## src/rtl/gpio_bank_ctrl.sv

```systemverilog
// Register-controlled GPIO bank: drives pad_io di/oe/ie/pu/pd, synchronises and
// debounces pad dc, and latches per-pin edge events into W1C pending bits.
module gpio_bank_ctrl #(
   parameter int W   = 8,
   parameter int DBW = 8
) (
   input  logic           clk,
   input  logic           rst,
   input  logic           wr_en,
   input  logic           rd_en,
   input  logic [3:0]     addr,
   input  logic [W-1:0]   wdata,
   output logic [W-1:0]   rdata,
   output logic           irq,
   input  logic [W-1:0]   pad_dc,
   output logic [W-1:0]   pad_di,
   output logic [W-1:0]   pad_oe,
   output logic [W-1:0]   pad_ie,
   output logic [W-1:0]   pad_pu,
   output logic [W-1:0]   pad_pd
);

   typedef enum logic [3:0] {
      REG_OUT     = 4'd0,
      REG_OE      = 4'd1,
      REG_IE      = 4'd2,
      REG_PU      = 4'd3,
      REG_PD      = 4'd4,
      REG_IN      = 4'd5,
      REG_IRQ_EN  = 4'd6,
      REG_RISE_EN = 4'd7,
      REG_FALL_EN = 4'd8,
      REG_PEND    = 4'd9,
      REG_DB      = 4'd10
   } reg_addr_e;

   logic [W-1:0]          r_out, r_oe, r_ie, r_pu, r_pd;
   logic [W-1:0]          r_irq_en, r_rise_en, r_fall_en, r_pend;
   logic [DBW-1:0]        r_db;
   logic [W-1:0]          r_s1, r_s2, r_stable;
   logic [W-1:0][DBW-1:0] r_cnt;
   logic [W-1:0]          r_rdata;

   logic [W-1:0]          w_pend_clr, w_ie_kill, w_rise, w_fall, w_pend_nxt;
   logic [W-1:0]          w_stable_nxt, w_rd_data;
   logic [W-1:0][DBW-1:0] w_cnt_nxt;
   logic [DBW-1:0]        w_db_last;
   logic                  w_db_wr;

   assign w_pend_clr = (wr_en && addr == REG_PEND) ? wdata : '0;
   // Only pins whose IE actually falls are flushed, so an idle pin keeps its history.
   assign w_ie_kill  = (wr_en && addr == REG_IE) ? (r_ie & ~wdata) : '0;
   assign w_db_wr    = wr_en && (addr == REG_DB);
   assign w_db_last  = r_db - DBW'(1);

   always_comb begin
      // NOTE: defaults first so every path assigns every bit and no latch is inferred.
      w_stable_nxt = r_stable;
      w_cnt_nxt    = r_cnt;
      for (int i = 0; i < W; i++) begin
         if (r_s2[i] == r_stable[i]) begin
            w_cnt_nxt[i] = '0;
         end else if (r_db == '0) begin
            w_stable_nxt[i] = r_s2[i];
         end else if (r_cnt[i] == w_db_last) begin
            w_stable_nxt[i] = r_s2[i];
            w_cnt_nxt[i]    = '0;
         end else begin
            w_cnt_nxt[i] = r_cnt[i] + DBW'(1);
         end
         if (w_db_wr) begin
            w_stable_nxt[i] = r_stable[i];
            w_cnt_nxt[i]    = '0;
         end
         if (w_ie_kill[i]) begin
            w_stable_nxt[i] = 1'b0;
            w_cnt_nxt[i]    = '0;
         end
      end
   end

   assign w_rise     = ~r_stable &  w_stable_nxt & r_rise_en & ~w_ie_kill;
   assign w_fall     =  r_stable & ~w_stable_nxt & r_fall_en & ~w_ie_kill;
   // A new event and a W1C hit on the same bit leave it set.
   assign w_pend_nxt = (r_pend & ~w_pend_clr) | w_rise | w_fall;

   always_comb begin
      w_rd_data = '0;
      case (addr)
         REG_OUT:     w_rd_data = r_out;
         REG_OE:      w_rd_data = r_oe;
         REG_IE:      w_rd_data = r_ie;
         REG_PU:      w_rd_data = r_pu;
         REG_PD:      w_rd_data = r_pd;
         REG_IN:      w_rd_data = r_stable;
         REG_IRQ_EN:  w_rd_data = r_irq_en;
         REG_RISE_EN: w_rd_data = r_rise_en;
         REG_FALL_EN: w_rd_data = r_fall_en;
         REG_PEND:    w_rd_data = r_pend;
         REG_DB:      w_rd_data = W'(r_db);
         default:     w_rd_data = '0;
      endcase
   end

   always_ff @(posedge clk) begin
      // NOTE: non-blocking assignments so every flop samples pre-edge values.
      if (rst) begin
         r_out     <= '0;
         r_oe      <= '0;
         r_ie      <= '0;
         r_pu      <= '0;
         r_pd      <= '0;
         r_irq_en  <= '0;
         r_rise_en <= '0;
         r_fall_en <= '0;
         r_pend    <= '0;
         r_db      <= '0;
         r_s1      <= '0;
         r_s2      <= '0;
         r_stable  <= '0;
         r_cnt     <= '0;
         r_rdata   <= '0;
      end else begin
         if (wr_en) begin
            case (addr)
               REG_OUT:     r_out     <= wdata;
               REG_OE:      r_oe      <= wdata;
               REG_IE:      r_ie      <= wdata;
               REG_PU:      r_pu      <= wdata;
               REG_PD:      r_pd      <= wdata;
               REG_IRQ_EN:  r_irq_en  <= wdata;
               REG_RISE_EN: r_rise_en <= wdata;
               REG_FALL_EN: r_fall_en <= wdata;
               REG_DB:      r_db      <= DBW'(wdata);
               default:     ;
            endcase
         end
         r_s1     <= pad_dc & r_ie & ~w_ie_kill;
         r_s2     <= r_s1 & ~w_ie_kill;
         r_stable <= w_stable_nxt;
         r_cnt    <= w_cnt_nxt;
         r_pend   <= w_pend_nxt;
         if (rd_en) begin
            r_rdata <= w_rd_data;
         end
      end
   end

   assign rdata  = r_rdata;
   assign irq    = |(r_pend & r_irq_en);
   assign pad_di = r_out;
   assign pad_oe = r_oe;
   assign pad_ie = r_ie;
   assign pad_pu = r_pu;
   assign pad_pd = r_pd & ~r_pu;

endmodule

```

## config.mk

```make
export PLATFORM = sky130hd
export DESIGN_NAME = gpio_bank_ctrl
export DESIGN_NICKNAME = d
export VERILOG_FILES = /design/src/rtl/gpio_bank_ctrl.sv
export SDC_FILE = /design/constraint.sdc
export NUM_CORES = 1
export LEC_CHECK = 0
export CAP_MARGIN = 5
export CORE_ASPECT_RATIO = 0.9
export CORE_MARGIN = 2
export CORE_UTILIZATION = 30
export CTS_CLUSTER_DIAMETER = 150
export CTS_CLUSTER_SIZE = 20
export DETAILED_ROUTE_END_ITERATION = 16
export PLACE_DENSITY = 0.57
export SYNTH_ARGS = -nofsm -noshare
export SYNTH_HDL_FRONTEND = slang
export SYNTH_SLANG_ARGS = --single-unit
```

## constraint.sdc

```tcl
create_clock -name clk -period 3.04 [get_ports clk]
set_clock_uncertainty 0.2 [all_clocks]
set_input_delay 0.608 -clock clk [delete_from_list [all_inputs] [get_ports clk]]
set_output_delay 0.608 -clock clk [all_outputs]
set_load 0.1 [all_outputs]
```

# Word level (Yosys, flattened, before mapping)
# Cells that the tools add are included.
# word_totals
register_bits	176
output_inout_bits	49
in_bits	24
word_cells	152
# classes
n_reduce_logical	23
add_sub_neg	9
n_eq_ne	26
muxes	51
n_bitwise	21
# op_table
operator	count
8-bit AND	13
8-bit one-hot mux with 11 select lines	1
8-bit 2-to-1 mux	10
8-bit by 1-bit adder with 8-bit output (second input constant)	8
8-bit == test	8
8-bit inverter	6
1-bit 2-to-1 mux	40
4-bit OR reduction	8
2-bit AND reduction	9
4-bit by 3-bit == test with 1-bit output (second input constant)	4
8-bit bitwise OR	2
4-bit == test (second input constant)	3
1-bit == test	8
4-bit by 2-bit == test with 1-bit output (second input constant)	2
8-bit zero test	1
8-bit OR reduction	1
8-bit by 1-bit subtractor with 8-bit output (second input constant)	1
4-bit by 1-bit == test with 1-bit output (second input constant)	1
4-bit zero test	1
1-bit logical AND	3

# Depth between registers and ports, before layout
# Gate-level depths: netlist (run 1).
# depth
word_depth	12
mapped_depth	11
mapped_depth_nobuf	9

# Worst setup path after synthesis (run 1)
# Ideal clock, no wire load.
# synth_path
path_type	flip-flop to flip-flop
from	register r_db[0]
to	register r_stable[1]
path_stages_with_launch	12
path_slack_ns	-0.326
required_ns	2.718
arrival_ns	3.044
setup_time_ns	0.122
n_path_buf	2
period_less_slack_ns	3.366
path_cell_list	dfxtp_1 > buf_1 > inv_1 > ha_1 > or3b_4 > nor3_4 > xnor2_1 > xnor2_1 > or4b_1 > buf_6 > mux2i_1 > a311o_1
# synth_via
elab_chain_len	7
word_cells_on_any_way	8
cone_classes	add/sub (1); eq/ne (1); mux (5); reduce/logical (1)
# synth_lines
item	line_no	rtl
start: declaration	39	logic [DBW-1:0] r_db;
start signal: assignment	134	REG_DB: r_db <= DBW'(wdata);
8-bit by 1-bit subtractor with 8-bit output	54	assign w_db_last = r_db - DBW'(1);
8-bit == test	65	end else if (r_cnt[i] == w_db_last) begin
1-bit 2-to-1 mux	65	
1-bit 2-to-1 mux *	63	end else if (r_db == '0) begin
1-bit 2-to-1 mux *	61	if (r_s2[i] == r_stable[i]) begin
1-bit 2-to-1 mux *	71	if (w_db_wr) begin
1-bit 2-to-1 mux *	75	if (w_ie_kill[i]) begin
end signal: assignment	140	r_stable <= w_stable_nxt;
end: declaration	40	logic [W-1:0] r_s1, r_s2, r_stable;
# Every way passes the cells marked *; elsewhere a longest branch is shown, timed or not.
# A chain may end at the register's enable or synchronous reset.

# Worst setup path after layout (run 1)
# layout_path
from	register r_db[1]
to	register r_stable[1]
# Same word-level chain as after synthesis.

==> results of run 1 <==
-- cell usage in the layout, fill, tap and decap left out, types with 7 or more instances in the layout --
cell type	n
buf_4	125
xnor2_1	54
clkdlybuf4s50_1	22
clkbuf_16	17
ha_1	9
nor2_1	123
dfxtp_1	175
nand2b_1	10
and3_1	15
nor2b_1	34
nor3_1	18
nand3_1	44
xor2_1	61
mux2i_1	49
nand4_1	31
a21oi_1	87
a22oi_1	13
nand2_1	144
a22o_1	8
o21ai_0	37
and2_1	10
a31oi_1	7
xnor3_1	8
-- stage by stage --
| step | hold WS (ps) | setup TNS [ps] | cells | utilization, % |
|---|---|---|---|---|
| after floorplan | 205.7 | -61.52 | 1123 | - |
| after global placement | 212.7 | 0 | 1612 | 35.11 |
| after detailed placement | 215.9 | 0 | 1612 | 35.11 |
| after CTS | 233.6 | 0 | 1644 | 37.19 |
| after global routing | 249.7 | 0 | 1645 | 37.24 |
| final | 230.5 | 0 | 1645 | 37.24 |
-- kinds of logic after synthesis --
logic type,share of synthesized area [%]
XOR/XNOR,13.29
AND/OR/NAND/NOR,24.57
multiplexers,5.564
flip-flops,37.40
AO/OA/AOI/OAI,14.37
adder cells (fa/ha/maj),1.328
buffers and inverters,3.479
-- what timing repair did --
action | in CTS | in global routing
buffers inserted | 0 | 1
setup endpoints to repair | 0 | 8
gates resized for setup | 0 | 2
-- layout make-up --
cell class / count / area, um2 / share of cell area, %
repair buffers: 149 / 1199 / 10.41
flip-flops and latches: 176 / 3525 / 30.62
inverters: 7 / 28.78 / 0.2500
clock buffers: 18 / 439.2 / 3.815
multi-input cells: 872 / 5604 / 48.68
clock inverters: 14 / 203.9 / 1.772
well taps: 409 / 511.7 / 4.446
-- final timing paths --
path | start | endpoint | slack, ps | depth (start not counted)
setup / recovery | r_db[1]$_SDFFE_PP0P_ | r_stable[1]$_SDFF_PP0_ | 130 | 9
hold / removal | r_s1[2]$_SDFF_PP0_ | r_s2[2]$_SDFF_PP0_ | 230 | 1
setup reg to reg | r_db[1]$_SDFFE_PP0P_ | r_stable[1]$_SDFF_PP0_ | 130 | 9
hold reg to reg | r_s1[2]$_SDFF_PP0_ | r_s2[2]$_SDFF_PP0_ | 230 | 1
-- metal layers --
metal / routed length (um) / part of all wire, % / GRT usage [%] / vias up
met1: 14330 / 49 / 24.66 / 4090
met4: 351 / 1.2 / 4.213 / 0
met2: 13490 / 46 / 29.54 / 200
li1: - / - / - / 4120
met5: 0 / 0 / 0 / -
met3: 1153 / 3.9 / 2.943 / 28
-- power groups by stage --
stage	clock network (W)	logic [W]	registers, W
global route	0.00255	0.000506	0.00234
CTS	0.00246	0.000473	0.00233
detailed placement	0	0.000470	0.00239
floorplan	0	0.000256	0.00242
global placement	0	0.000469	0.00239
finish	0.00243	0.000475	0.00234
-- Yosys cell counts, types with 8 or more instances --
library cell  instances
nor2_1              123
nand2_1             144
xor2_1               61
and3_1               15
xnor2_1              55
a22o_1                8
xnor3_1               8
nand4_1              31
clkbuf_1             53
mux2i_1              49
dfxtp_1             176
nand2b_1             10
nor2b_1              34
and2_1               10
a21oi_1              87
ha_1                 10
nor3_1               18
a22oi_1              13
o21ai_0              37
nand3_1              45
==> results.json, run 1 <==
{
  "dieArea_um2": 32840,
  "synthFlopType": "dfxtp_1",
  "largest_register": "r_cnt",
  "place_area_um2": 10850,
  "finalPower_w": 0.005239,
  "crit_required_ps": 3170,
  "grt_max_degree": 54,
  "synth_warnings": 0,
  "postLayoutCellArea_um2": 11510,
  "path_class": "flip-flop to flip-flop",
  "finalSetupViolCount": 0,
  "layout_min_cycle_time_ps": 2912,
  "syn_nets": 1157,
  "cts_buffers": 17,
  "syn_inst": 1123,
  "synth_edf_count": 0,
  "timing.max_cap.violations": 0,
  "drc": 0,
  "start_util_pct": 30.48,
  "crit_arrival_ps": 3040,
  "switchingPower_w": 0.001338,
  "clk_path_buf_depth": 2,
  "synth.distinct_cells": 73,
  "finalHoldViolCount": 0,
  "hold_buffers": 0,
  "ant_nets": 0,
  "nets": 1257,
  "synth_top_area_cell": "dfxtp_1",
  "status": "completed",
  "netlist_top_cells_area": "dfxtp_1 37%, nand2_1 5.7%, xor2_1 5.7%",
  "avgViaCountPerCell": 5.129,
  "fillers": 3190,
  "area_delta_synth_final_pct": 22.18,
  "fin_ws_ps": 127.6,
  "dp.final_hpwl_um": 21430,
  "netlist_area_um2": 9422,
  "wl_per_cell_um": 17.82,
  "overflow": 0,
  "h-tree-depth": 4,
  "die-height_um": 172.1,
  "synth_top_area_share_pct": 37.40,
  "p_int_w": 0.003901,
  "cts_tree": "done",
  "clk_latency_ps": 440,
  "grt_pass1_vias": 7955,
  "place_ws_ps": 26.32,
  "drt_iter0_drc": 548,
  "antenna_found_initial": 0,
  "async_flop_share_pct": 0,
  "synth-seq-cells": 176,
  "crit_path_top_delay_cell": "or4b_1",
  "die_x_um": 190.8,
  "rows": 61,
  "tightest_slew_ps": 636.5,
  "post-route-period-util_pct": 95.80,
  "drt_first_pass_iters": 5,
  "seqPwrFrac_pct": 44.6,
  "crit_fanout": 5,
  "drive_gt1_share_pct": 15.29,
  "largest_reg_flops": 64,
  "coreArea_um2": 30910,
  "netSwitchingFraction_pct": 25.55,
  "crit_family": "simple AND/OR/NAND/NOR gates",
  "drv_slew": 0,
  "vias": 8438,
  "routed_wl_um": 29320,
  "end_kind": "flip-flop",
  "clk_pin_slew_ps": 70,
  "rsz0062_at_grt": "no",
  "leakage_nw": 4.231,
  "max_clock_freq_mhz": 343.4,
  "grtUsageTotal_pct": 17.99,
  "combPwrFrac_pct": 9.1,
  "relSlewSlack_pct": 57.25,
  "syn_area_per_cell_um2": 8.390,
  "antenna-diode-count": 0,
  "pin_count": 73,
  "path_cells": "inv_1 > ha_4 > or3b_4 > nor3_4 > xnor2_2 > xnor2_1 > or4b_1 > mux2i_1 > a311o_1",
  "gp_congestion": 0.9135,
  "port_buffers": 72,
  "ir_worst_vdd_v": 0.0003708,
  "max_stage_delay_ps": 690,
  "p_clk_share_pct": 46.3,
  "yosysSeqAreaShare_pct": 37.40,
  "critPathBufInv": 1,
  "clock-root-buffer": "clkbuf_16",
  "grt_pass1_wl_um": 45920,
  "min_path_type": "flip-flop to flip-flop",
  "clock_sinks": 176,
  "p_per_area_nw_per_um2": 455.1,
  "cp-start-kind": "flip-flop"
}
Note: power is estimated with default switching activity, not from simulation.
==> run 2, diff against run 1 <==
Settings changed: RECOVER_POWER from default to 100.
==> results.json, run 2 (same netlist as run 1, synthesis figures left out) <==
{
  "drt_iter0_drc": 544,
  "relSlewSlack_pct": 20.84,
  "h-tree-depth": 4,
  "routed.top_layer": "met4",
  "final_cell_mix": "175 x dfxtp_1, 144 x nand2_1, 123 x nor2_1",
  "path_cells": "dlygate4sd3_1 > clkbuf_2 > and2_0 > o21ai_0 > and2_1 > o21ai_0 > buf_4 > a21oi_1",
  "nets": 1257,
  "cts_tree": "done",
  "gp_congestion": 0.9135,
  "crit_family": "buffers and inverters",
  "fillers": 3243,
  "max_clock_freq_mhz": 345.2,
  "crit_path_top_delay_cell": "dlygate4sd3_1",
  "antenna-diode-count": 0,
  "min_path_type": "flip-flop to flip-flop",
  "path_common_cell": "o21ai_0",
  "layout_min_cycle_time_ps": 2897,
  "cts_buffers": 17,
  "rows": 61,
  "coreArea_um2": 30910,
  "p_per_area_nw_per_um2": 463.4,
  "path_class": "input pin to flip-flop",
  "timing.max_cap.violations": 0,
  "clock-root-buffer": "clkbuf_16",
  "avgViaCountPerCell": 5.107,
  "route.met2.wl_um": 13400,
  "clk_path_buf_depth": 2,
  "antenna_found_initial": 0,
  "ant_nets": 0,
  "clock_sinks": 176,
  "hold_buffers": 0,
  "grt_pass1_wl_um": 45920,
  "pin_count": 73,
  "grt_max_degree": 54,
  "dieArea_um2": 32840,
  "drc": 0,
  "end_kind": "flip-flop",
  "finalSetupTns_ps": 0,
  "drt_first_pass_iters": 5,
  "final_common_cell": "dfxtp_1",
  "dr_wl_met3_um": 1267,
  "finalPower_w": 0.005219,
  "post-route-period-util_pct": 95.29,
  "grt_pass1_vias": 7955,
  "crit_fanout": 36,
  "wl_met1_um": 14160,
  "crit_required_ps": 3210,
  "die_x_um": 190.8,
  "finalHoldViolCount": 0,
  "largest_reg_flops": 64,
  "die-height_um": 172.1,
  "vias": 8401,
  "crit_arrival_ps": 3070,
  "grtUsageTotal_pct": 17.99,
  "rsz0062_at_grt": "no",
  "status": "completed",
  "wl_per_cell_um": 17.74,
  "port_buffers": 72,
  "largest_register": "r_cnt",
  "drive_gt1_share_pct": 10.92,
  "clk_pin_slew_ps": 70,
  "drv_slew": 0,
  "critPathBufInv": 3,
  "leakage_nw": 3.996,
  "max_stage_delay_ps": 560,
  "routed_wl_um": 29190,
  "area_delta_synth_final_pct": 19.54,
  "clk_latency_ps": 430,
  "ir_worst_vdd_v": 0.0003676,
  "dp.final_hpwl_um": 21430,
  "finalSetupViolCount": 0,
  "overflow": 0,
  "tightest_slew_ps": 1193,
  "start_util_pct": 30.48,
  "cp-start-kind": "input pin"
}
==> run 2: changes by cell type in the layout (fill, tap and decap cells not counted), sizes merged <==
| cell | delta |
|---|---|
| buf | -68 |
| clkbuf | +68 |
| clkdlybuf4s50 | -2 |
| dlygate4sd3 | +2 |
==> run 2: layer usage <==
layer	track usage, %	up-vias
li1	-	4121
met2	29.54	211
met4	4.213	0
met5	0	-
met3	2.943	28
met1	24.66	4041
==> run 2: repair_timing <==
action / in CTS / in global routing
gates resized for setup: 0 / 2
setup buffers: 0 / 1
setup endpoints to repair: 0 / 8
endpoints found under the hold margin: 0 / 0
==> run 2: worst register-to-register path, delay by kind of cell, from the launching register on <==
| family | cells | cell delay (ps) |
|---|---|---|
| mux | 1 | 160 |
| simple gates | 3 | 1310 |
| fa+ha+maj | 1 | 170 |
| compound gates | 1 | 270 |
| xor+xnor | 2 | 230 |
| flops | 1 | 310 |
| buf+inv | 1 | 120 |
==> run 2: worst paths after layout <==
path / startpoint / endpoint / slack [ps] / depth (start not counted)
setup reg to reg: r_db[1]$_SDFFE_PP0P_ / r_stable[1]$_SDFF_PP0_ / 160 / 9
setup / recovery: addr[1] / rdata[3]$_SDFFE_PP0P_ / 140 / 8
hold reg to reg: r_s1[2]$_SDFF_PP0_ / r_s2[2]$_SDFF_PP0_ / 230 / 1
hold / removal: r_s1[2]$_SDFF_PP0_ / r_s2[2]$_SDFF_PP0_ / 230 / 1
==> run 2: cell type report <==
| type | count | area, um2 | area share [%] |
|---|---|---|---|
| Clock buffer | 18 | 439.2 | 3.900 |
| Clock inverter | 14 | 203.9 | 1.811 |
| Inverter | 7 | 28.78 | 0.2555 |
| Multi-Input combinational cell | 872 | 5574 | 49.49 |
| Sequential cell | 176 | 3525 | 31.30 |
| Tap cell | 409 | 511.7 | 4.544 |
| Timing Repair Buffer | 149 | 979.7 | 8.699 |
==> run 2: stage by stage <==
| stage | util (%) | cells | cell area (um2) | setup slack, ps | hold slack, ps |
|---|---|---|---|---|---|
| final | 36.43 | 1645 | 11260 | 143.1 | 230.7 |
| after global routing | 36.43 | 1645 | 11260 | 16.26 | 249.7 |
| after CTS | 37.19 | 1644 | 11490 | 108.6 | 233.6 |
| after detailed placement | 35.11 | 1612 | 10850 | 26.32 | 215.9 |
| after global placement | 35.11 | 1612 | 10850 | 115.4 | 212.7 |
| after floorplan | - | 1123 | 9453 | -61.52 | 205.7 |
==> run 2: power by group <==
| part | switching (W) | leakage [nW] | internal [W] |
|---|---|---|---|
| Combinational | 0.000304 | 2.27 | 0.000157 |
| Sequential | 0.0000180 | 1.42 | 0.00232 |
| Clock | 0.00101 | 0.309 | 0.00141 |
| Total | 0.00133 | 4.00 | 0.00389 |
==> run 3, diff against run 2 <==
Settings changed: MAX_ROUTING_LAYER from default to met4.
==> results.json, run 3 (same netlist as run 1, synthesis figures left out) <==
{
  "crit_fanout": 5,
  "overflow": 0,
  "largest_reg_flops": 64,
  "clk_path_buf_depth": 2,
  "tightest_slew_ps": 1207,
  "ant_nets": 0,
  "dp.final_hpwl_um": 21420,
  "worstHoldEndpoint": "r_s2[7]$_SDFF_PP0_",
  "end_kind": "flip-flop",
  "port_buffers": 72,
  "max_clock_freq_mhz": 344.0,
  "clk_pin_slew_ps": 70,
  "crit_arrival_ps": 3030,
  "largest_register": "r_cnt",
  "path_class": "flip-flop to flip-flop",
  "antenna-diode-count": 0,
  "whs_ps": 228.9,
  "final_common_cell": "dfxtp_1",
  "antenna_found_initial": 0,
  "wl_per_cell_um": 17.43,
  "cts_buffers": 17,
  "dieArea_um2": 32840,
  "status": "completed",
  "nets": 1259,
  "clk_latency_ps": 440,
  "grt_pass1_wl_um": 46000,
  "cp-start-kind": "flip-flop",
  "drc": 0,
  "layout_min_cycle_time_ps": 2907,
  "reg2reg_to": "r_stable[1]$_SDFF_PP0_",
  "clock_sinks": 176,
  "timing.max_cap.violations": 0,
  "die-height_um": 172.1,
  "r2r_slack_ps": 130,
  "drt_iter0_drc": 675,
  "postLayoutCellArea_um2": 11200,
  "post-route-period-util_pct": 95.62,
  "min-delay-start": "r_s1[7]$_SDFF_PP0_",
  "finalSetupTns_ps": 0,
  "relSlewSlack_pct": 19.85,
  "clock-root-buffer": "clkbuf_16",
  "h-tree-depth": 4,
  "pin_count": 73,
  "rsz0062_at_grt": "no",
  "p_per_area_nw_per_um2": 449.9,
  "area_delta_synth_final_pct": 18.87,
  "crit_required_ps": 3160,
  "grtUsageTotal_pct": 18.46,
  "met3_usage_pct": 2.517,
  "max_stage_delay_ps": 610,
  "finalSetupViolCount": 0,
  "hold_path_depth": 1,
  "utilization_pct": 36.23,
  "crit_path_top_delay_cell": "or4b_4",
  "gr-max-usage-layer": "met2",
  "leakage_nw": 3.951,
  "grt_max_degree": 56,
  "reg2regPathDepth": 9,
  "place_area_um2": 10870,
  "vias": 8279,
  "drv_slew": 0,
  "drive_gt1_share_pct": 10.10,
  "avgViaCountPerCell": 5.027,
  "grt_use_met2_pct": 29.46,
  "finalHoldViolCount": 0,
  "min_path_type": "flip-flop to flip-flop",
  "rows": 61,
  "gp_congestion": 0.9110,
  "start_util_pct": 30.48,
  "use_met1_pct": 24.87,
  "routed_wl_um": 28710,
  "path_cells": "inv_1 > ha_4 > or3b_1 > nor3_4 > xnor2_1 > xnor2_1 > or4b_4 > mux2i_1 > a311o_1",
  "die_x_um": 190.8,
  "path_common_cell": "xnor2_1",
  "coreArea_um2": 30910,
  "drt_first_pass_iters": 5,
  "grt_pass1_vias": 8172,
  "cts_tree": "done",
  "ir_worst_vdd_v": 0.0003703,
  "reg2reg_from": "r_db[1]$_SDFFE_PP0P_",
  "finalPower_w": 0.005039,
  "final_cell_mix": "175 x dfxtp_1, 144 x nand2_1, 123 x nor2_1"
}
[run 3: worst max path at each step]
stage                         startpoint                      to  depth (start not counted)
finish              r_db[1]$_SDFFE_PP0P_  r_stable[1]$_SDFF_PP0_                          9
global route        r_db[3]$_SDFFE_PP0P_  r_stable[7]$_SDFF_PP0_                          7
CTS                 r_db[1]$_SDFFE_PP0P_  r_stable[1]$_SDFF_PP0_                          9
detailed placement               addr[0]  r_cnt[34]$_SDFFE_PP0N_                          9
global placement                 addr[3]   rdata[2]$_SDFFE_PP0P_                         10
floorplan           r_db[0]$_SDFFE_PP0P_  r_stable[1]$_SDFF_PP0_                         11
[run 3: final cells by class]
| cell class | instances | area (um2) |
|---|---|---|
| repair buffers | 151 | 974.7 |
| flip-flops and latches | 176 | 3525 |
| multi-input cells | 872 | 5574 |
| clock buffers | 17 | 425.4 |
| well taps | 409 | 511.7 |
| clock inverters | 15 | 160.2 |
| inverters | 7 | 28.78 |
| fillers | 3260 | 19710 |
[run 3: what timing repair did]
item                       4_1_cts  5_1_grt
setup endpoints to repair        0        6
setup buffers                    0        1
hold buffers                     0        0
resized for setup                0        2
[run 3: metrics by stage]
stage | setup slack (ps) | cells
2_1_floorplan | -61.52 | 1123
3_3_place_gp | 103.4 | 1614
3_5_place_dp | 52.09 | 1614
4_1_cts | 68.37 | 1646
5_1_grt | 8.918 | 1647
6_report | 133.0 | 1647
[run 3: power breakdown]
group / switching [W] / total [W] / leakage [nW] / internal (W)
Clock: 0.00107 / 0.00225 / 0.284 / 0.00117
Sequential: 0.0000178 / 0.00233 / 1.42 / 0.00232
Combinational: 0.000303 / 0.000459 / 2.25 / 0.000156
Total: 0.00139 / 0.00504 / 3.95 / 0.00365
[run 3: metal layers]
metal  wire length [um]  share of wire, %
met1              13760                48
met2              13430                47
met3               1226               4.3
met4                297               1.0
met5                  0                 0
[run 3: critical path: cells and delay by family (launching register included)]
family / cells / cell delay [ps]
and+or+nand+nor: 3 / 1250
DFF: 1 / 340
xor gates and xnor gates: 2 / 290
AOI/OAI and AO/OA: 1 / 260
adders and majority gates: 1 / 170
muxes: 1 / 150
buffers and inverters: 1 / 130
==> RTL change 1, RTL diff (config.mk and constraints of run 1) <==
Set the parameter `DBW` to 12 (it was 8).
--- a/src/rtl/gpio_bank_ctrl.sv
+++ b/src/rtl/gpio_bank_ctrl.sv
@@ -2,7 +2,7 @@
 // debounces pad dc, and latches per-pin edge events into W1C pending bits.
 module gpio_bank_ctrl #(
    parameter int W   = 8,
-   parameter int DBW = 8
+   parameter int DBW = 12
 ) (
    input  logic           clk,
    input  logic           rst,
Function: no difference found for any inputs over 4 cycles, from zero or initial values and one cycle with rst high; that may be too few to reach the edited logic, so the function may still have changed.
==> RTL change 1 against run 1 <==
  * Wire length up 16%
  * Area after synthesis rose by 21%
  * Die area grew 20%
  * Cell area is 16% higher
  * Total power shrank 1.6%
  * Setup slack gained 0.088 ns
  * Final cell count grew 19%
  * Sequential cell count up 32
  * Critical path type unchanged
==> RTL change 1: results (changes against run 1) <==
[worst_setup_path]
r2r_slack_ns=0.22  ; +0.09 ns
reg2reg_depth=12  ; +3
crit_path_end=r_stable[6]
arrival_ns=3.05  ; about the same
timing.rr.start=r_db[0]

[sta]
holdWs_ns=0.234  ; +0.00308 ns
max_freq_ghz=0.354  ; +3.1%
worst_pin_slew_ns=0.532  ; -0.105 ns

[synth]
syn_nets=1413  ; +22%
syn_avg_cell_area_sq_um=8.25  ; -1.7%
synthTopCellsByCount=dfxtp_1 (208), nor2_1 (182), nand2_1 (158), a21oi_1 (89), mux2i_1 (68)
ys_seq_area_share_pct=36.6  ; -0.81 points
synthDistinctLibCells=80  ; +9.6%
synthTopCellsByArea=dfxtp_1 (37%), nor2_1 (6.0%), mux2i_1 (6.0%), nand2_1 (5.2%), xnor2_1 (4.9%)

[place]
place_inst=1934  ; +20%
hpwl_microns=25000  ; +17%
place_congestion=0.865  ; -5.3%
pre_cts_slack_ns=-0.0471  ; -0.0734 ns

[detailed_routing]
dr.first_iter.drc_count=879  ; +60%
avgRoutedWirePerCell_microns=17.5  ; -1.8%
vias=10100  ; +20%
dr.pass1.iters=6  ; +1

[global_route]
grt_usage_pct=17.0  ; -0.98 points
grt_max_degree=49  ; -9.3%
grt_pass1_wl_microns=54100  ; +18%

[hold_path]
hold_class=reg -> reg
hold_path_startpoint=r_s1[5]

[layout]
fillCellCount=3810  ; +19%
fin_nets=1502  ; +19%
seq_area_sq_um=4160  ; +18%
drive_gt1_share_pct=13.7  ; -1.6 points

[clock_network]
clk_latency_ns=0.49  ; +0.05 ns
htree_num_levels=1  ; -3
cts_buffers=14  ; -3
cts_buffer_depth=3  ; +1

[power_and_ir_drop]
leakagePower_nw=4.84  ; +14%
vdd_drop_max_uv=332  ; -10%

[run_status]
outcome=completed

-- RTL change 1: timing repair --
action | in CTS | in global routing
hold buffers | 0 | 0
setup endpoints to repair | 13 | 46
buffers inserted | 0 | 2
resized for setup | 1 | 14
pin swaps | 0 | 1
-- RTL change 1: kinds of logic (layout without fill, tap and decap cells) --
group	Yosys count	count (layout)	share of synthesized area [%]
compound gates	249	249	14.6
buf+inv	111	200	4.05
mux	75	75	6.77
xor+xnor	131	131	11.4
simple gates	597	597	25.6
flops	208	208	36.6
fa+ha+maj	9	9	0.989
-- RTL change 1: critical path: cells and delay by family, from the launching register on --
kind / cells / cell delay (ns)
buffers and inverters: 4 / 0.62
adder cells (fa/ha/maj): 1 / 0.26
XOR/XNOR: 2 / 0.34
flip-flops: 1 / 0.38
multiplexers: 1 / 0.17
AND/OR/NAND/NOR: 1 / 0.17
AO/OA/AOI/OAI: 3 / 0.61
-- RTL change 1: per-layer routing --
layer  share of wire [%]  wire, microns  global-route usage, %  vias to the layer above
li1                    -              -                      -                     4995
met1                  49          16700                   24.9                     4741
met2                  43          14700                   26.5                      320
met3                 6.1           2100                   2.30                       46
met4                 1.9            656                   3.68                        0
met5                   0              0                      0                        -
-- RTL change 1: final cells by class --
class / instances / share of cell area [%]
clock inverter: 1 / 0.122
inverter: 24 / 0.674
timing repair buffer: 160 / 9.68
clock buffer: 15 / 2.81
tap: 483 / 4.52
sequential: 208 / 31.2
multi-input combinational: 1061 / 51.0
-- RTL change 1: power by group --
part | switching (W) | internal [W] | total (W)
Combinational | 0.000335 | 0.000179 | 0.000514
Clock | 0.000993 | 0.000891 | 0.00188
Sequential | 0.0000176 | 0.00274 | 0.00275
Total | 0.00135 | 0.00381 | 0.00515
-- RTL change 1: metrics by stage --
| stage | power (W) | TNS [ns] |
|---|---|---|
| final | 0.00515 | 0 |
| after CTS | 0.00521 | 0 |
| after detailed placement | 0.00332 | -0.0744 |
| after floorplan | 0.00313 | 0 |
| after global placement | 0.00332 | -0.0942 |
| after global routing | 0.00535 | 0 |
-- RTL change 1: worst min-delay path by stage --
| stage | slack, ns | end | cells after the start |
|---|---|---|---|
| 2_1_floorplan | 0.21 | r_s2[0] | 1 |
| 3_3_place_gp | 0.21 | r_s2[4] | 1 |
| 3_5_place_dp | 0.21 | r_s2[1] | 1 |
| 4_1_cts | 0.23 | r_s2[1] | 1 |
| 5_1_grt | 0.25 | r_s2[1] | 1 |
| 6_report | 0.23 | r_s2[5] | 1 |
==> RTL change 2, RTL diff (flow settings as in run 1) <==
Without the edit above. Register the outputs `irq` and `pad_pd`, without a reset; this adds one clock of latency there. The other outputs are not delayed to match.
--- a/src/rtl/gpio_bank_ctrl.sv
+++ b/src/rtl/gpio_bank_ctrl.sv
@@ -147,12 +147,14 @@
    end
 
    assign rdata  = r_rdata;
-   assign irq    = |(r_pend & r_irq_en);
    assign pad_di = r_out;
    assign pad_oe = r_oe;
    assign pad_ie = r_ie;
    assign pad_pu = r_pu;
-   assign pad_pd = r_pd & ~r_pu;
+   always_ff @(posedge clk) begin
+      irq    <= |(r_pend & r_irq_en);
+      pad_pd <= r_pd & ~r_pu;
+   end
 
 endmodule
 
Formal check against the unedited RTL: not equivalent (a bounded check fails within 4 cycles, from zero or initial values and one cycle with rst high).
==> RTL change 2 against run 1 <==
  * First-iteration DRC count increased by 28%
  * Sequential cell count grew 9
  * Setup slack got worse by 0.0018 ns
  * Wire length increased by 13%
  * Area after synthesis increased by 9.7%
  * Critical path depth fell by 1
  * Cell area up 9.0%
  * Total power up 3.1%
  * Critical path type unchanged
==> RTL change 2: results (changes against run 1) <==
[synth]
synthTopCellsByArea=dfxtp_1 (36%), nand3_1 (5.2%), a21oi_1 (4.8%), nand2_1 (4.8%), mux2i_1 (4.3%)
ys_seq_area_share_pct=35.8  ; -1.6 points
synth-compound-area-share_pct=18.4  ; +4.0 points
synthAdderAreaFrac_pct=1.21  ; -0.12 points
synthTopCellsByCount=dfxtp_1 (185), nand2_1 (131), nand3_1 (108), a21oi_1 (100), nor2_1 (88)
syn_nets=1295  ; +12%
yosys.area_share.xor_xnor_pct=6.95  ; -6.3 points
synth.area.mux_share_pct=5.13  ; -0.43 points
synthDistinctLibCells=72  ; -1.4%

[global_route]
use_met1_pct=26.0  ; +1.3 points
met2_usage_pct=28.9  ; -0.66 points
grt_usage_pct=18.4  ; +0.46 points
met3_usage_pct=3.09  ; +0.15 points
grt_pass1_vias=9234  ; +16%
grt_pass1_wl_microns=52400  ; +14%
grt_max_degree=56  ; +3.7%

[detailed_routing]
wl_met3_microns=1660  ; +44%
wl_met1_microns=15800  ; +10%
dr_wl_met2_microns=14900  ; +11%
wirelength_microns=33000  ; +13%
avgViaCountPerCell=5.31  ; +3.6%

[power_and_ir_drop]
p_sw_w=0.00146  ; +9.0%
seq_power_w=0.00245  ; +5%
vdd_drop_max_uv=384  ; +3.5%
leakagePower_nw=4.61  ; +8.9%
switching_share_pct=27.0  ; +1.5 points

[run_status]
outcome=completed

[place]
hpwl_microns=23400  ; +9.3%
place_inst=1794  ; +11%
pre_cts_slack_ns=-0.333  ; -0.359 ns
dpl_cell_area_sq_um=11900  ; +9.2%

[layout]
max_flop_register=r_cnt
fin_nets=1390  ; +11%
fin_cells=1831  ; +11%
multi_input_area_sq_um=6210  ; +11%
fillCellCount=3523  ; +10%
drive_gt1_share_pct=17.0  ; +1.7 points

[clock_network]
clkTransAtPathRegs_ns=0.08

[hold_path]
hold_path_startpoint=r_s1[6]

[worst_setup_path]
arrival_ns=3.03  ; about the same
timing.rr.start=r_db[2]
cp_slowest_cell=or3b_2
path_max_fanout=11  ; +6
max_stage_delay_ns=0.64  ; -0.05 ns

[sta]
worst_pin_slew_ns=0.738  ; +0.101 ns

RTL change 2: cell count changes after synthesis, sizes merged, moves of 10 or more:
cell | run 1 | this run
xor2 | 61 | 23
a21oi | 87 | 100
clkbuf | 53 | 74
nand2b | 10 | 30
a31o | 3 | 13
nand3 | 45 | 109
o211ai | 1 | 13
and2 | 10 | 22
nor2 | 124 | 89
inv | 7 | 18
nand2 | 144 | 131
a211oi | 4 | 14
or2 | 1 | 11
xnor2 | 57 | 27
RTL change 2: layout make-up:
class	instances	area share, %
Tap cell	462	4.61
Inverter	18	0.538
Timing Repair Buffer	171	10.7
Multi-Input combinational cell	963	49.5
Clock buffer	18	3.42
Clock inverter	14	1.65
Sequential cell	185	29.5
RTL change 2: worst paths after layout:
kind	endpoint	slack [ns]	cells past startpoint
worst min-delay path	r_s2[6]	0.22	2
worst min register to register	r_s2[6]	0.22	2
worst max-delay path	r_cnt[28]	0.13	8
worst max register to register	r_cnt[28]	0.13	8
